### src/rtl/alu_issue_ctrl.sv
`default_nettype none
// ----------------------------------------------------------------------------
// alu_issue_ctrl : valid/ready issue front-end for alu_32bit with response
//                  capture and op/error counters.          Rev 1.0
// ----------------------------------------------------------------------------
module alu_issue_ctrl #(
  parameter int DWIDTH = 32,
  parameter int TWIDTH = 4
) (
  input  logic              clk,
  input  logic              rst,
  input  logic              cmd_valid,
  output logic              cmd_ready,
  input  logic [3:0]        cmd_op,
  input  logic [DWIDTH-1:0] cmd_a,
  input  logic [DWIDTH-1:0] cmd_b,
  input  logic              cmd_use_prev,
  input  logic [TWIDTH-1:0] cmd_tag,
  output logic [DWIDTH-1:0] alu_op1,
  output logic [DWIDTH-1:0] alu_op2,
  output logic [2:0]        alu_opsel,
  output logic              alu_mode,
  input  logic [DWIDTH-1:0] alu_result,
  input  logic              alu_c,
  input  logic              alu_z,
  input  logic              alu_o,
  input  logic              alu_s,
  output logic              rsp_valid,
  input  logic              rsp_ready,
  output logic [DWIDTH-1:0] rsp_result,
  output logic [3:0]        rsp_flags,
  output logic [TWIDTH-1:0] rsp_tag,
  output logic              rsp_err,
  output logic [15:0]       op_count,
  output logic [7:0]        err_count
);

  localparam logic [1:0] S_IDLE = 2'd0;
  localparam logic [1:0] S_EXEC = 2'd1;
  localparam logic [1:0] S_HOLD = 2'd2;

  logic [1:0]        state_q, state_d;
  logic [DWIDTH-1:0] op1_q, op1_d;
  logic [DWIDTH-1:0] op2_q, op2_d;
  logic [3:0]        op_q, op_d;
  logic [TWIDTH-1:0] tag_q, tag_d;
  logic [DWIDTH-1:0] rsp_result_q, rsp_result_d;
  logic [3:0]        rsp_flags_q, rsp_flags_d;
  logic [TWIDTH-1:0] rsp_tag_q, rsp_tag_d;
  logic              rsp_err_q, rsp_err_d;
  logic [DWIDTH-1:0] prev_q, prev_d;
  logic [15:0]       op_cnt_q, op_cnt_d;
  logic [7:0]        err_cnt_q, err_cnt_d;

  logic accept;
  logic rsp_hs;
  logic illegal;

  assign rsp_hs    = (state_q == S_HOLD) & rsp_ready;
  assign cmd_ready = (state_q == S_IDLE) | rsp_hs;
  assign accept    = cmd_valid & cmd_ready;
  assign illegal   = (op_q == 4'h7) | (op_q == 4'hC) | (op_q[3:1] == 3'b111);

  always_comb begin
    state_d      = state_q;
    op1_d        = op1_q;
    op2_d        = op2_q;
    op_d         = op_q;
    tag_d        = tag_q;
    rsp_result_d = rsp_result_q;
    rsp_flags_d  = rsp_flags_q;
    rsp_tag_d    = rsp_tag_q;
    rsp_err_d    = rsp_err_q;
    prev_d       = prev_q;
    op_cnt_d     = op_cnt_q;
    err_cnt_d    = err_cnt_q;

    if (rsp_hs) begin
      op_cnt_d = op_cnt_q + 16'd1;
      if (rsp_err_q) begin
        if (err_cnt_q != 8'hFF) err_cnt_d = err_cnt_q + 8'd1;
      end else begin
        prev_d = rsp_result_q;
      end
    end

    // prev_d already reflects a response handed over in this same cycle
    if (accept) begin
      op1_d = cmd_use_prev ? prev_d : cmd_a;
      op2_d = cmd_b;
      op_d  = cmd_op;
      tag_d = cmd_tag;
    end

    case (state_q)
      S_IDLE: if (cmd_valid) state_d = S_EXEC;
      S_EXEC: begin
        state_d      = S_HOLD;
        rsp_err_d    = illegal;
        rsp_result_d = illegal ? '0 : alu_result;
        rsp_flags_d  = illegal ? 4'h0 : {alu_c, alu_z, alu_o, alu_s};
        rsp_tag_d    = tag_q;
      end
      S_HOLD: if (rsp_ready) state_d = cmd_valid ? S_EXEC : S_IDLE;
      default: state_d = S_IDLE;
    endcase
  end

  always_ff @(posedge clk or posedge rst) begin
    if (rst) begin
      state_q      <= S_IDLE;
      op1_q        <= '0;
      op2_q        <= '0;
      op_q         <= 4'h0;
      tag_q        <= '0;
      rsp_result_q <= '0;
      rsp_flags_q  <= 4'h0;
      rsp_tag_q    <= '0;
      rsp_err_q    <= 1'b0;
      prev_q       <= '0;
      op_cnt_q     <= 16'h0;
      err_cnt_q    <= 8'h0;
    end else begin
      state_q      <= state_d;
      op1_q        <= op1_d;
      op2_q        <= op2_d;
      op_q         <= op_d;
      tag_q        <= tag_d;
      rsp_result_q <= rsp_result_d;
      rsp_flags_q  <= rsp_flags_d;
      rsp_tag_q    <= rsp_tag_d;
      rsp_err_q    <= rsp_err_d;
      prev_q       <= prev_d;
      op_cnt_q     <= op_cnt_d;
      err_cnt_q    <= err_cnt_d;
    end
  end

  assign alu_op1    = op1_q;
  assign alu_op2    = op2_q;
  assign alu_opsel  = op_q[2:0];
  assign alu_mode   = op_q[3];
  assign rsp_valid  = (state_q == S_HOLD);
  assign rsp_result = rsp_result_q;
  assign rsp_flags  = rsp_flags_q;
  assign rsp_tag    = rsp_tag_q;
  assign rsp_err    = rsp_err_q;
  assign op_count   = op_cnt_q;
  assign err_count  = err_cnt_q;

endmodule
`default_nettype wire

### config.mk
export PLATFORM = sky130hd
export DESIGN_NAME = alu_issue_ctrl
export DESIGN_NICKNAME = d
export VERILOG_FILES = /design/src/rtl/alu_issue_ctrl.sv
export SDC_FILE = /design/constraint.sdc
export NUM_CORES = 1
export LEC_CHECK = 0
export ABC_AREA = 1
export BUFFER_PORTS_ARGS = -buffer_cell sky130_fd_sc_hd__buf_2
export CAP_MARGIN = 0
export CORE_MARGIN = 2
export CORE_UTILIZATION = 51
export DETAILED_ROUTE_END_ITERATION = 12
export GPL_ROUTABILITY_DRIVEN = 0
export PLACE_DENSITY = 0.82
export SETUP_SLACK_MARGIN = 0.15
export SYNTH_ARGS = -nofsm -noshare
export SYNTH_HDL_FRONTEND = slang
export SYNTH_SLANG_ARGS = --single-unit
export TNS_END_PERCENT = 50
### constraint.sdc
create_clock -name clk -period 7.42 [get_ports clk]
set_input_delay 1.484 -clock clk [delete_from_list [all_inputs] [get_ports clk]]
set_output_delay 1.484 -clock clk [all_outputs]
set_load 0.05 [all_outputs]
==> results.cfg, run 1 <==
[detailed_routing]
wire_per_inst_um = 13.82
drt_wl_total_mm = 19.00
drtPass1Iterations = 5
drt_first_iter_violations = 426
drc = 0
via_count = 6954
antenna_left = 0
vias_per_cell = 5.057

[place]
placed_area_um2 = 9149
dp.cells = 1343
dp_hpwl_mm = 12.72
port_buffers = 247

[power]
power_frac_comb = 0.416
p_leak_nw = 5.227
seq_power_share = 0.358
clkPwrFrac = 0.227
power.internal_mw = 2.151
switchingPower_mw = 1.847
p_per_area_nw_per_um2 = 409.9
p_total_mw = 3.998
irDropWorstVdd_uv = 240.8
power.share.switching = 0.4620

[sta]
finalCriticalPeriod_ns = 3.623
finalMaxSlewViolations = 0
setup_viol = 0
tightest_slew_ns = 1.091
rsz0062_at_grt = false
slew_headroom = 0.2701
fin_crit_sh = 0.4883
clock.fmax_ghz = 0.2760
hold_viol_final = 0
fin_tns_setup_ns = 0
skew_ns = 0.008842

[setup_path]
crit_path_start = rsp_ready
r2r_cells = 6
ff2ff_setup_slack_ns = 4.88
r2r-start = state_q[1]
critPathKind = in2out
rr_endpoint = tag_q[0]
required_ns = 5.94
cp_data_arrival_time_ns = 2.14
cp-start-kind = primary input
end_kind = primary output
critPathMaxFanout = 3

[clock_network]
clk_root_buffer_cell = clkbuf_16
clkTransAtPathRegs_ns = 0.06
cts_setup_buffers = 0
post_cts_resized = 0
worstSkewPairLatency_ns = 0.42
cts.sinks = 171
hold_buffers = 0
ctsLongestPathBuffers = 2
htree_levels = 4
cts-buffers-inserted = 17
tritoncts = built

[grt]
grt_max_degree = 102
gr-total-overflow = 0
antenna_found_initial = 0
grt_pass1_vias = 6576
grt_pass1_wl_mm = 31.08
track_usage = 0.2363

[die]
core-area_um2 = 15200
die_h_um = 128.7
ios = 248
die_x_um = 128.7
rows = 45
initial_core_util = 0.5219
die_area_um2 = 16570

[synth]
synth_largest_area_cell = dfrtp_1
synth_area_leaders = dfrtp_1 (54%), nand2_1 (16%), o21ai_0 (6.7%)
ys_seq_area_frac = 0.5393
ys_ff_latch = 171
synth_top_area_frac = 0.5393
synth_cells = 954
avgSynthCellArea_um2 = 8.316
synth_fp_nets = 1069
synthesis.area_um2 = 7934
yosysWarnings = 0
synth_cell_types = 29

[layout]
syn2layout_area_growth_pct = 22.95
utilization = 0.6416
finalInstanceArea_um2 = 9754
layout_commonest_cell = nand2_1
drive_gt1_frac = 0.2687
final_cell_mix = nand2_1 (341), buf_2 (247), dfrtp_1 (170)
nets = 1289
final_cells = 1375
n_antenna_cell = 0

[worst_hold_path]
holdCritStartpoint = alu_op2[3]
hold_path_end = alu_op2[3]
hp-class = reg2reg
holdPathStages = 2

[status]
status = finished, final reports clean

[job]
maxCapViolCount = 0
==> worst max-delay path: stages <==
cell and delay, ns:
buf_2 0.12, inv_1 0.05, a21oi_2 0.19, buf_2 0.30
==> metal layers <==
layer / GRT usage / part of all wire / wire length (um)
met5: 0 / 0 / 0
met4: 0.08632 / 0.020 / 380
met3: 0.05988 / 0.070 / 1333
met2: 0.3859 / 0.48 / 9055
met1: 0.3075 / 0.43 / 8227
==> flip-flops by register name, summed over array words and instances, names as in the netlist <==
name	flops
alu_op1	32
alu_op2	32
prev_q	32
rsp_result	32
op_count	16
err_count	8
op_q	4
rsp_flags	4
rsp_tag	4
tag_q	4
state_q	2
rsp_err	1
==> worst max-delay path by stage <==
stage	endpoint	slack [ns]
after CTS	cmd_ready	3.79
after global routing	cmd_ready	3.74
after detailed placement	tag_q[0]	3.78
after floorplan	alu_op1[0]	1.30
after global placement	cmd_ready	3.81
final	cmd_ready	3.80
==> per-stage QoR <==
| step | hold slack, ns | setup slack (ns) |
|---|---|---|
| floorplan | 0.4492 | 1.304 |
| global placement | 0.4589 | 3.815 |
| detailed placement | 0.4632 | 3.777 |
| CTS | 0.4818 | 3.794 |
| global route | 0.4901 | 3.743 |
| finish | 0.4770 | 3.797 |
==> cells by family (layout without fill, tap and decap cells) <==
kind of cell	Yosys count	after routing	synth area share
simple gates	481	481	0.2425
compound gates	142	142	0.1148
fa+ha+maj	2	2	0.003154
xor+xnor	14	14	0.01546
buf+inv	144	377	0.08469
flops	171	171	0.5393
==> layout make-up <==
type	instances	area, um2
clock buffer	22	464.2
clock inverter	10	141.4
fill	1284	5448
inverter	94	364.1
multi-input combinational	639	3003
sequential	171	4280
tap	188	235.2
timing repair buffer	251	1266
==> cell usage after synthesis, drive strengths merged <==
cell	count
nand2	344
nand4	4
a21oi	1
o21a	1
xor2	7
nand3b	2
nor3	2
nand3	47
clkbuf	13
nor2	82
clkinv	1
xnor2	7
ha	2
inv	93
dfrtp	171
buf	37
o21ai	108
o211ai	32
==> power by group through the flow <==
stage | Combinational, mW | Clock (mW) | Sequential [mW]
floorplan | 0.533 | 0 | 2.16
global placement | 1.64 | 0 | 1.43
detailed placement | 1.67 | 0 | 1.44
CTS | 1.67 | 0.923 | 1.43
global route | 1.80 | 0.963 | 1.47
finish | 1.66 | 0.906 | 1.43
Power figures use the tool's default switching activity.
==> run 2, diff against run 1 <==
==> constraint.sdc (replaced) <==
create_clock -name clk -period 3.6 [get_ports clk]
set_input_delay 0.72 -clock clk [delete_from_list [all_inputs] [get_ports clk]]
set_output_delay 0.72 -clock clk [all_outputs]
set_load 0.05 [all_outputs]
==> run 2 against run 1 <==
Compared with the run above: routed wire length grew 2.2%; utilization grew 0.38 points; register-to-register slack worse by 3.3 ns; sequential power grew 100%; worst hold slack got worse by 0.098 ns; first-iteration DRC count rose by 7.5%; cell count increased by 0.22%; critical path type is now reg2out.
==> results.cfg, run 2 (synthesized netlist as in run 1, its figures left out) <==
[die]
die_h_um = 128.7
rows = 45
core-area_um2 = 15200
ios = 248
die_area_um2 = 16570
die_x_um = 128.7
initial_core_util = 0.5219

[layout]
final_cell_mix = nand2_1 (341), buf_2 (247), dfrtp_1 (170)
finalInstanceArea_um2 = 9812
drive_gt1_frac = 0.2717
syn2layout_area_growth_pct = 23.67
multi_input_area_um2 = 3003
nets = 1291
fillers = 1341
layout_commonest_cell = nand2_1
utilization = 0.6454
seq_area_um2 = 4280

[power]
seq_power_share = 0.351
power.internal_mw = 4.429
clkPwrFrac = 0.229
p_per_area_nw_per_um2 = 844.3
switchingPower_mw = 3.856
p_total_mw = 8.284
power.share.switching = 0.4654
power_frac_comb = 0.420
p_leak_nw = 5.247
irDropWorstVdd_uv = 497.9

[detailed_routing]
drt_wl_total_mm = 19.42
vias_per_cell = 5.099
antenna_left = 0
drtPass1Iterations = 5
drt_first_iter_violations = 458
wire_per_inst_um = 14.09
drc = 0
via_count = 7027

[clock_network]
cts.sinks = 171
ctsLongestPathBuffers = 2
hold_buffers = 0
tritoncts = built
worstSkewPairLatency_ns = 0.42
htree_levels = 4
cts_setup_buffers = 0
post_cts_resized = 0
cts-buffers-inserted = 17
clk_root_buffer_cell = clkbuf_16
clkTransAtPathRegs_ns = 0.07

[status]
status = finished, final reports clean

[grt]
grt_pass1_wl_mm = 31.71
grt_pass1_vias = 6615
antenna_found_initial = 1
grt_max_degree = 99
track_usage = 0.2405
gr-total-overflow = 0

[sta]
fin_crit_sh = 0.6060
fin_tns_setup_ns = 0
slew_headroom = 0.2223
finalCriticalPeriod_ns = 2.182
finalMaxSlewViolations = 0
tightest_slew_ns = 1.162
setup_viol = 0
clock.fmax_ghz = 0.4584
skew_ns = 0.008289
rsz0062_at_grt = false
hold_viol_final = 0

[job]
maxCapViolCount = 0

[worst_hold_path]
hp-class = in2async

[setup_path]
rr_endpoint = op_q[0]
crit_family = flip-flops
cp_data_arrival_time_ns = 1.46
required_ns = 2.88
crit_cells = 1
ff2ff_setup_slack_ns = 1.59
critPathMaxFanout = 31
r2r-start = state_q[1]
r2r_cells = 4
crit_chain = buf_2
end_kind = primary output
cp_slowest_stage_delay_ns = 0.68
critPathBufInv = 1
cp-start-kind = flip-flop
critPathKind = reg2out
critPathSlowestCell = dfrtp_2

[place]
placed_area_um2 = 9200
port_buffers = 247
dp_hpwl_mm = 13.24
[run 2: cell count changes in the layout (fill, tap and decap cells not counted), sizes merged]
cell      change
clkinvlp      +2
inv           +2
buf           +2
clkinv        -1
diode         +1
clkbuf        -3
[run 2: area by class of cell]
| cell class | count | share of cell area |
|---|---|---|
| Antenna cell | 1 | 0.0002550 |
| Clock buffer | 19 | 0.04514 |
| Clock inverter | 13 | 0.01696 |
| Inverter | 94 | 0.03698 |
| Multi-Input combinational cell | 639 | 0.3060 |
| Sequential cell | 171 | 0.4362 |
| Tap cell | 188 | 0.02397 |
| Timing Repair Buffer | 253 | 0.1344 |
[run 2: per-stage QoR]
| step | instances | setup slack (ns) | hold WS, ns |
|---|---|---|---|
| after global placement | 1345 | 1.245 | 0.4573 |
| final | 1378 | 1.418 | 0.3789 |
| after detailed placement | 1345 | 1.163 | 0.4597 |
| after floorplan | 954 | 0.6973 | 0.4492 |
| after global routing | 1378 | 1.329 | 0.4064 |
| after CTS | 1377 | 1.378 | 0.3817 |
[run 2: worst max path at each step]
stage,startpoint,end,slack (ns)
after global placement,rsp_ready,tag_q[1],1.25
after floorplan,rst,alu_op1[0],0.70
after detailed placement,rsp_ready,op_q[0],1.16
final,rsp_err,rsp_err,1.42
after CTS,rsp_err,rsp_err,1.38
after global routing,rsp_err,rsp_err,1.33
[run 2: routing by layer]
layer | vias up | GRT usage | wire length [um]
met1 | 3302 | 0.3179 | 8256
met4 | 0 | 0.08696 | 315
met5 | - | 0 | 0
li1 | 3438 | - | -
met2 | 263 | 0.3862 | 9395
met3 | 24 | 0.06237 | 1451
[run 2: power groups by stage]
stage	Combinational (mW)	Clock [mW]	Sequential [mW]
floorplan	1.10	0	4.46
global placement	3.43	0	2.92
detailed placement	3.49	0	2.93
CTS	3.50	1.92	2.91
global route	3.75	2.01	2.99
finish	3.48	1.89	2.91
